### src/rtl/wishbone_if.sv
// Wishbone classic bus as seen by the instruction fetch path (read-only master).
// The master holds cyc/stb/adr stable until the slave returns ack with dat_r valid in that cycle.
interface wishbone_if;
  logic        cyc;
  logic        stb;
  logic        we;
  logic [3:0]  sel;
  logic [31:0] adr;
  logic [31:0] dat_r;
  logic        ack;

  modport master (
    output cyc, stb, we, sel, adr,
    input  dat_r, ack
  );

  modport slave (
    input  cyc, stb, we, sel, adr,
    output dat_r, ack
  );
endinterface

### src/rtl/instruction_prefetch_unit.sv
// Instruction prefetch queue: a Wishbone fetch master fills a DEPTH-entry FIFO of {pc, instr}
// pairs ahead of decode. Branch redirects flush the queue and discard any in-flight response.
module instruction_prefetch_unit #(
  parameter int unsigned DEPTH     = 4,
  parameter logic [31:0] RESET_PC  = 32'h0000_0000,
  parameter logic [31:0] NOP_INSTR = 32'h0000_0013
) (
  input  logic        clk,
  input  logic        reset,
  input  logic        i_branch_enable,
  input  logic [31:0] i_branch_address,
  input  logic        i_stall,
  wishbone_if.master  wishbone_bus,
  output logic [31:0] o_instruction,
  output logic [31:0] o_pc,
  output logic        o_instruction_valid,
  output logic [1:0]  o_dbg_state
);

  typedef enum logic [1:0] {
    ST_IDLE    = 2'd0,
    ST_REQ     = 2'd1,
    ST_DISCARD = 2'd2
  } state_e;

  localparam int unsigned PW = $clog2(DEPTH);
  localparam int unsigned CW = PW + 1;
  localparam logic [CW-1:0] DEPTH_C = CW'(DEPTH);

  state_e        state_q, state_d;
  logic [CW-1:0] count_q, count_d;
  logic [PW-1:0] rd_ptr_q, rd_ptr_d;
  logic [PW-1:0] wr_ptr_q, wr_ptr_d;
  logic [31:0]   fetch_pc_q, fetch_pc_d;
  logic          cyc_q, cyc_d;
  logic [31:0]   adr_q, adr_d;

  logic [31:0]   pc_mem_q  [DEPTH];
  logic [31:0]   ins_mem_q [DEPTH];

  logic          bus_ack;
  logic          push;
  logic          pop;
  logic [31:0]   branch_target;
  logic          unused_branch_low;

  // Redirect targets are word aligned; the low address bits carry no information.
  assign branch_target     = {i_branch_address[31:2], 2'b00};
  assign unused_branch_low = ^i_branch_address[1:0];

  assign bus_ack = wishbone_bus.ack && cyc_q;

  assign wishbone_bus.cyc = cyc_q;
  assign wishbone_bus.stb = cyc_q;
  assign wishbone_bus.we  = 1'b0;
  assign wishbone_bus.sel = 4'hF;
  assign wishbone_bus.adr = adr_q;

  assign o_instruction_valid = (count_q != '0);
  assign o_instruction       = o_instruction_valid ? ins_mem_q[rd_ptr_q] : NOP_INSTR;
  assign o_pc                = o_instruction_valid ? pc_mem_q[rd_ptr_q]  : RESET_PC;
  assign o_dbg_state         = state_q;

  // A redirect suppresses the pop so the stale head is never consumed.
  assign pop = o_instruction_valid && !i_stall && !i_branch_enable;

  always_comb begin
    state_d    = state_q;
    fetch_pc_d = fetch_pc_q;
    cyc_d      = cyc_q;
    adr_d      = adr_q;
    push       = 1'b0;

    case (state_q)
      ST_IDLE: begin
        // Issue uses the registered count: a pop this cycle frees space only for the next one.
        if (!i_branch_enable && (count_q < DEPTH_C)) begin
          state_d = ST_REQ;
          cyc_d   = 1'b1;
          adr_d   = fetch_pc_q;
        end
      end
      ST_REQ: begin
        if (bus_ack) begin
          cyc_d   = 1'b0;
          state_d = ST_IDLE;
          if (!i_branch_enable) begin
            push       = 1'b1;
            fetch_pc_d = fetch_pc_q + 32'd4;
          end
        end else if (i_branch_enable) begin
          state_d = ST_DISCARD;
        end
      end
      ST_DISCARD: begin
        if (bus_ack) begin
          cyc_d   = 1'b0;
          state_d = ST_IDLE;
        end
      end
      default: begin
        state_d = ST_IDLE;
        cyc_d   = 1'b0;
      end
    endcase

    if (i_branch_enable) begin
      fetch_pc_d = branch_target;
    end
  end

  always_comb begin
    count_d  = count_q;
    rd_ptr_d = rd_ptr_q;
    wr_ptr_d = wr_ptr_q;
    if (i_branch_enable) begin
      count_d  = '0;
      rd_ptr_d = '0;
      wr_ptr_d = '0;
    end else begin
      if (push) begin
        wr_ptr_d = wr_ptr_q + PW'(1);
      end
      if (pop) begin
        rd_ptr_d = rd_ptr_q + PW'(1);
      end
      case ({push, pop})
        2'b10:   count_d = count_q + CW'(1);
        2'b01:   count_d = count_q - CW'(1);
        default: count_d = count_q;
      endcase
    end
  end

  always_ff @(posedge clk or negedge reset) begin
    if (!reset) begin
      state_q    <= ST_IDLE;
      count_q    <= '0;
      rd_ptr_q   <= '0;
      wr_ptr_q   <= '0;
      fetch_pc_q <= RESET_PC;
      cyc_q      <= 1'b0;
      adr_q      <= '0;
    end else begin
      state_q    <= state_d;
      count_q    <= count_d;
      rd_ptr_q   <= rd_ptr_d;
      wr_ptr_q   <= wr_ptr_d;
      fetch_pc_q <= fetch_pc_d;
      cyc_q      <= cyc_d;
      adr_q      <= adr_d;
    end
  end

  // Queue storage needs no reset: count gates every read of it.
  always_ff @(posedge clk) begin
    if (push) begin
      pc_mem_q[wr_ptr_q]  <= fetch_pc_q;
      ins_mem_q[wr_ptr_q] <= wishbone_bus.dat_r;
    end
  end

endmodule

### src/flat_wrapper.sv
// flat-port wrapper written by rule: the top's interface ports become plain ports
module instruction_prefetch_unit_flat 
#(
  parameter int unsigned DEPTH     = 4,
  parameter logic [31:0] RESET_PC  = 32'h0000_0000,
  parameter logic [31:0] NOP_INSTR = 32'h0000_0013
)
  (clk, reset, i_branch_enable, i_branch_address, i_stall, o_instruction, o_pc, o_instruction_valid, o_dbg_state, wishbone_bus_cyc, wishbone_bus_stb, wishbone_bus_we, wishbone_bus_sel, wishbone_bus_adr, wishbone_bus_dat_r, wishbone_bus_ack);
  wishbone_if wishbone_bus_i ();
  input  logic clk;
  input  logic reset;
  input  logic i_branch_enable;
  input  logic [31:0] i_branch_address;
  input  logic i_stall;
  output logic [31:0] o_instruction;
  output logic [31:0] o_pc;
  output logic o_instruction_valid;
  output logic [1:0] o_dbg_state;
  output wire logic [$bits(wishbone_bus_i.cyc)-1:0] wishbone_bus_cyc;
  output wire logic [$bits(wishbone_bus_i.stb)-1:0] wishbone_bus_stb;
  output wire logic [$bits(wishbone_bus_i.we)-1:0] wishbone_bus_we;
  output wire logic [$bits(wishbone_bus_i.sel)-1:0] wishbone_bus_sel;
  output wire logic [$bits(wishbone_bus_i.adr)-1:0] wishbone_bus_adr;
  input wire logic [$bits(wishbone_bus_i.dat_r)-1:0] wishbone_bus_dat_r;
  input wire logic [$bits(wishbone_bus_i.ack)-1:0] wishbone_bus_ack;
  assign wishbone_bus_cyc = wishbone_bus_i.cyc;
  assign wishbone_bus_stb = wishbone_bus_i.stb;
  assign wishbone_bus_we = wishbone_bus_i.we;
  assign wishbone_bus_sel = wishbone_bus_i.sel;
  assign wishbone_bus_adr = wishbone_bus_i.adr;
  assign wishbone_bus_i.dat_r = wishbone_bus_dat_r;
  assign wishbone_bus_i.ack = wishbone_bus_ack;
  instruction_prefetch_unit #(.DEPTH(DEPTH), .RESET_PC(RESET_PC), .NOP_INSTR(NOP_INSTR)) u_core (.clk(clk), .reset(reset), .i_branch_enable(i_branch_enable), .i_branch_address(i_branch_address), .i_stall(i_stall), .wishbone_bus(wishbone_bus_i), .o_instruction(o_instruction), .o_pc(o_pc), .o_instruction_valid(o_instruction_valid), .o_dbg_state(o_dbg_state));
endmodule
### config.mk
export PLATFORM = sky130hd
export DESIGN_NAME = instruction_prefetch_unit_flat
export DESIGN_NICKNAME = d
export VERILOG_FILES = /design/src/rtl/wishbone_if.sv /design/src/rtl/instruction_prefetch_unit.sv /design/src/flat_wrapper.sv
export SDC_FILE = /design/constraint.sdc
export NUM_CORES = 1
export LEC_CHECK = 0
export ABC_AREA = 1
export CORE_MARGIN = 2
export CORE_UTILIZATION = 40
export DETAILED_ROUTE_END_ITERATION = 10
export GPL_TIMING_DRIVEN = 0
export SLEW_MARGIN = 20
export SYNTH_ARGS = -nofsm -noshare
export SYNTH_HDL_FRONTEND = slang
export SYNTH_SLANG_ARGS = --single-unit
### constraint.sdc
create_clock -name clk -period 5.8 [get_ports clk]
set_input_delay 1.16 -clock clk [delete_from_list [all_inputs] [get_ports clk]]
set_output_delay 1.16 -clock clk [all_outputs]
set_load 0.02 [all_outputs]
# --- After elaboration in Yosys (flattened, before gate mapping) ---
# Memories as Yosys holds them, arrays and structs flattened.
# Cells that the tools add are included.
classes:
  add_sub_neg: 5
  n_lt_le_gt_ge: 1
  n_eq_ne: 8
  n_mux: 24
  n_reduce_logical: 18
op_table:
  columns: ["op", "n"]
  rows:
  - ["$mux W32", 5]
  - ["$add A32 B3 Y32 const B", 1]
  - ["$mux W2", 8]
  - ["$reduce_bool A2 Y1", 4]
  - ["$mux W1", 7]
  - ["$ne A2 B1 Y1 const B", 3]
  - ["$pmux W2 S3", 1]
  - ["$pmux W3 S2", 1]
  - ["$reduce_and A2 Y1", 3]
  - ["$reduce_bool A3 Y1", 2]
  - ["$add A2 B1 Y2 const B", 2]
  - ["$eq A2 B1 Y1 const B", 2]
  - ["$eq A2 B2 Y1 const B", 2]
  - ["$logic_and A1 B1 Y1", 4]
  - ["$add A3 B1 Y3 const B", 1]
  - ["$lt A3 B3 Y1 const B", 1]
  - ["$mux W3", 1]
  - ["$ne A3 B2 Y1 const B", 1]
  - ["$reduce_and A3 Y1", 1]
  - ["$sub A3 B1 Y3 const B", 1]
  - ["$logic_not A1 Y1", 2]
  - ["$logic_not A2 Y1", 1]
  - ["$pmux W1 S2", 1]
  - ["$reduce_or A2 Y1", 1]
word_totals:
  regBits: 74
  ram_bits: 256
  out_inout_bits: 106
  wordCells: 65
  memories: 2
memory_table:
  columns: ["memory", "words", "word_bits", "rd", "rd_clocked_by_memory_dff", "wr", "line_no", "source"]
  rows:
  - ["u_core.ins_mem_q", 4, 32, 1, 0, 1, "instruction_prefetch_unit.sv:39", "logic [31:0] ins_mem_q [DEPTH];"]
  - ["u_core.pc_mem_q", 4, 32, 1, 0, 1, "instruction_prefetch_unit.sv:38", "logic [31:0] pc_mem_q [DEPTH];"]

# --- Logic depth before layout (Yosys ltp) ---
depth:
  word_depth: 6
  depth_mapped: 13

# --- Worst setup path before layout ---
# Ideal clock, no wire load.
synth_timing:
  path_type: "input to register"
  startpoint: "input wishbone_bus_ack"
  endpoint: "memory u_core.ins_mem_q[0][0], enable pin"
  setup_ns: 0.482
  arrival_time_ns: 4.103
  slack_ns: 1.214
  stages: 4
  path_buffers: 0
  path_cell_list: "nand2_2 -> nor2_4 -> nand2_2 -> nor2_1"
synth_between:
  elab_chain_cells: 5
synth_lines:
  columns: ["item", "line_no", "source"]
  rows:
  - ["from (decl)", "flat_wrapper.sv:25", "input wire logic [$bits(wishbone_bus_i.ack)-1:0] wishbone_bus_ack;"]
  - ["$logic_and A1 B1 Y1", "instruction_prefetch_unit.sv:51", "assign bus_ack = wishbone_bus.ack && cyc_q;"]
  - ["$mux W1", "instruction_prefetch_unit.sv:84", "if (bus_ack) begin"]
  - ["$mux W1", "instruction_prefetch_unit.sv:74", "case (state_q)"]
  - ["$mux W1", "instruction_prefetch_unit.sv:157", "if (push) begin"]
  - ["$mux W1 (implied by the code)", "instruction_prefetch_unit.sv:159", "ins_mem_q[wr_ptr_q] <= wishbone_bus.dat_r;"]
  - ["to (decl)", "instruction_prefetch_unit.sv:39", null]
# No other way between the ends.

# --- Worst setup path in the final report ---
layout_timing:
  startpoint: "register u_core.rd_ptr_q[0]"
  endpoint: "output o_pc[11]"
layout_between:
  elab_chain_cells: 2
layout_lines:
  columns: ["item", "line_no", "source"]
  rows:
  - ["from (decl)", "instruction_prefetch_unit.sv:32", "logic [PW-1:0] rd_ptr_q, rd_ptr_d;"]
  - ["from (signal assigned)", "instruction_prefetch_unit.sv:147", "rd_ptr_q <= rd_ptr_d;"]
  - ["$mem_v2 Z4 W32", null, null]
  - ["$mux W32", "instruction_prefetch_unit.sv:61", "assign o_pc = o_instruction_valid ? pc_mem_q[rd_ptr_q] : RESET_PC;"]
  - ["to (decl)", "flat_wrapper.sv:16", "output logic [31:0] o_pc;"]
# No other way between the ends.

==> flow_summary.toml <==
[run_status]
status = "finished, final reports clean"

[sta]
hold_violations = 0
finalCritPeriodShare_pct = 69.2
setup-tns-final_ps = 0
relSlewSlack_pct = 55.3
fin_skew_ps = 12.1
tightest_slew_ps = 669
setup_ws_ps = 1780
finalCriticalPeriod_ps = 4020
rsz0062_at_grt = "false"
max_freq_mhz = 249
drv_slew = 0
hold_slack_ps = 493
setup_viol = 0

[cells_and_area]
multiInputGateArea_sq_um = 3780
fillers = 2894
regArea_sq_um = 9200
nets = 1560
syn_to_final_growth_pct = 27.2
layout-drive-gt1-share_pct = 9.28
final_cells = 1956
diodes = 0

[pwr]
p_seq_share_pct = 38.1
switching_power_mw = 2.49
combPwrFrac_pct = 33.1
finalPower_mw = 7.39
cellLeakagePower_nw = 6.32
ir_worst_vdd_mv = 0.267
cellPowerDensity_nw_per_um2 = 429
p_clk_share_pct = 28.8
power_switching_share_pct = 33.7
intPower_mw = 4.89

[yosys]
synth_async_sr_flop_share_pct = 22.0
synth_warnings = 0
synth_area_per_cell_sq_um = 10.7
synth-seq-area-share_pct = 67.9
ys_types = 38
synth_ff_type = "edfxtp_1"
synth_top_area_share_pct = 55.0
synth_edf_count = 248
syn_area_sq_um = 13500
synthCells = 1261
synth_seq_cells = 318
synth_area_leaders = "edfxtp_1 55%, dfrtp_1 13%, nor2_1 8.5%"
synth_top_cell_by_area = "edfxtp_1"

[routing]
drc = 0
wirelength_microns = 34900
wire_per_inst_microns = 17.9
vias_per_cell = 4.95
antenna_left = 0
num_vias = 9677
firstDrtPassIters = 5
drt_iter0_drc = 819

[clock_tree]
root_buffer = "clkbuf_16"
cts_sinks = 318
cts_buffer_depth = 3
clock_latency_ps = 500
cts_tree = "yes"
post-cts-setup-buffers = 0
cts.clk_slew.worst_paths_ps = 60
htreeDepth = 2
cts_made_buffers = 36
hold_buffers = 0
cts_resized = 0

[critical_path]
worst_ep_arrival_time_ps = 2860
timing.rr.start = "u_core.o_dbg_state[1]$_DFFE_PN0P_"
rr_endpoint = "u_core.ins_mem_q[2][25]$_DFFE_PP_"
cp.required_ps = 4640
reg2regPathDepth = 8
cp-end-kind = "output port"
crit_type = "reg -> out"
path_max_fanout = 10
r2r_slack_ps = 3350
start_kind = "flip-flop"
critPathLaunch = "u_core.rd_ptr_q[0]$_DFFE_PN0P_"

[floorplanning]
start_util_pct = 40.5
pin_count = 175
die_area_sq_um = 35300
die_y_microns = 188
die_width_microns = 188
num_rows = 67
core_area_sq_um = 33400

[place]
pre_cts_slack_ps = 2240
gp_congestion = 0.882
dpl.cell_count = 1892
hpwl_microns = 23500
numPortBuffers = 163

[worst_hold_path]
hold_class = "reg -> reg"
hold_end = "u_core.wishbone_bus.adr[26]$_DFFE_PN0P_"
min_from = "u_core.wishbone_bus.adr[26]$_DFFE_PN0P_"
hold_depth = 2

[grt]
grt_usage_pct = 19.9
grt_start_max_net_pins = 39
grt_pass1_vias = 9561
grt_overflow_total = 0
antenna_found_initial = 0
grt_first_pass_wirelength_microns = 53900

[flow_run]
maxCapViolations = 0
-- cell usage after synthesis (5+ instances only) --
cell / instances
nand2_2: 8
clkbuf_1: 32
buf_2: 20
nor2_2: 9
buf_4: 13
inv_1: 56
nor2_4: 5
xor2_1: 9
ha_1: 8
nor2_1: 305
mux2_2: 6
dfrtp_1: 70
edfxtp_1: 248
nand3_1: 42
a21oi_1: 69
o21ai_0: 164
nand2_1: 161
-- cell families (layout without fill, tap and decap cells) --
kind of cell | Yosys count | count (layout) | share of synthesized area, %
xor+xnor | 10 | 10 | 0.647
simple gates | 537 | 537 | 16.0
other cells | 2 | 9 | 0.0555
buf+inv | 133 | 373 | 4.59
flops | 318 | 318 | 67.9
mux | 7 | 7 | 0.573
compound gates | 245 | 245 | 9.30
fa+ha+maj | 9 | 9 | 0.887
-- per-layer routing --
| metal | global-route usage (%) | wire length [microns] | up-vias |
|---|---|---|---|
| li1 | - | - | 4718 |
| met1 | 27.9 | 15900 | 4608 |
| met2 | 31.8 | 16300 | 304 |
| met3 | 3.57 | 2060 | 47 |
| met4 | 5.33 | 715 | 0 |
| met5 | 0 | 0 | - |
-- cells in the final DEF, fill, tap and decap left out, types with 5 or more instances in the layout --
cell type        instances
buf_16                   9
edfxtp_1               248
clkbuf_16               37
clkinv_2                 8
ha_1                     8
nand2_2                  8
nand2_1                161
nand3_1                 42
nor2_4                   9
clkbuf_8                 5
xor2_1                   9
mux2_2                   6
clkdlybuf4s50_1        162
nor2_2                   9
dfrtp_1                 70
buf_2                   20
a21oi_1                 69
conb_1                   9
o21ai_0                164
buf_4                   14
nor2_1                 301
clkbuf_1                39
clkinv_1                 8
inv_1                   56
-- layout make-up --
type / instances / area share (%)
Sequential cell: 318 / 53.4
Multi-Input combinational cell: 817 / 21.9
Timing Repair Buffer: 176 / 11.4
Clock buffer: 45 / 5.61
Tap cell: 448 / 3.25
Buffer: 72 / 2.27
Inverter: 61 / 1.34
Clock inverter: 19 / 0.821
-- flip-flops by register name (all words and copies together) (netlist names) --
name,flops
u_core.ins_mem_q,128
u_core.pc_mem_q,120
u_core.fetch_pc_q,30
u_core.wishbone_bus.adr,30
u_core.count_q,3
u_core.o_dbg_state,2
u_core.rd_ptr_q,2
u_core.wr_ptr_q,2
u_core.wishbone_bus.cyc,1
-- stage by stage --
stage               area (sq um)  util, %
detailed placement         16100     48.2
finish                     17200     51.5
floorplan                  13600        -
global placement           15800     47.1
CTS                        17200     51.5
global route               17200     51.5
-- worst max-delay path: stages (launching register included) --
cell and delay [ps]:
dfrtp_1 350, buf_2 180, clkinv_2 130, clkbuf_1 420, o21ai_0 200, a21oi_1 370
clkdlybuf4s50_1 690
-- power by group through the flow --
stage	combinational, mW	sequential (mW)	clock (mW)
final	2.45	2.81	2.13
after global routing	2.67	2.83	2.27
after CTS	2.49	2.81	2.16
after detailed placement	2.48	2.85	0
after global placement	2.45	2.85	0
after floorplan	1.19	2.94	0
-- how the worst max path moves through the flow --
stage	cells after the start	to	slack (ps)
after global placement	5	u_core.ins_mem_q[3][3]$_DFFE_PP_	-1600
final	6	o_pc[11]	1780
after CTS	7	o_pc[19]	1710
after floorplan	4	u_core.ins_mem_q[0][0]$_DFFE_PP_	1210
after detailed placement	7	o_pc[19]	2240
after global routing	7	o_instruction[14]	1560
Note: power is estimated with default switching activity, not from simulation.
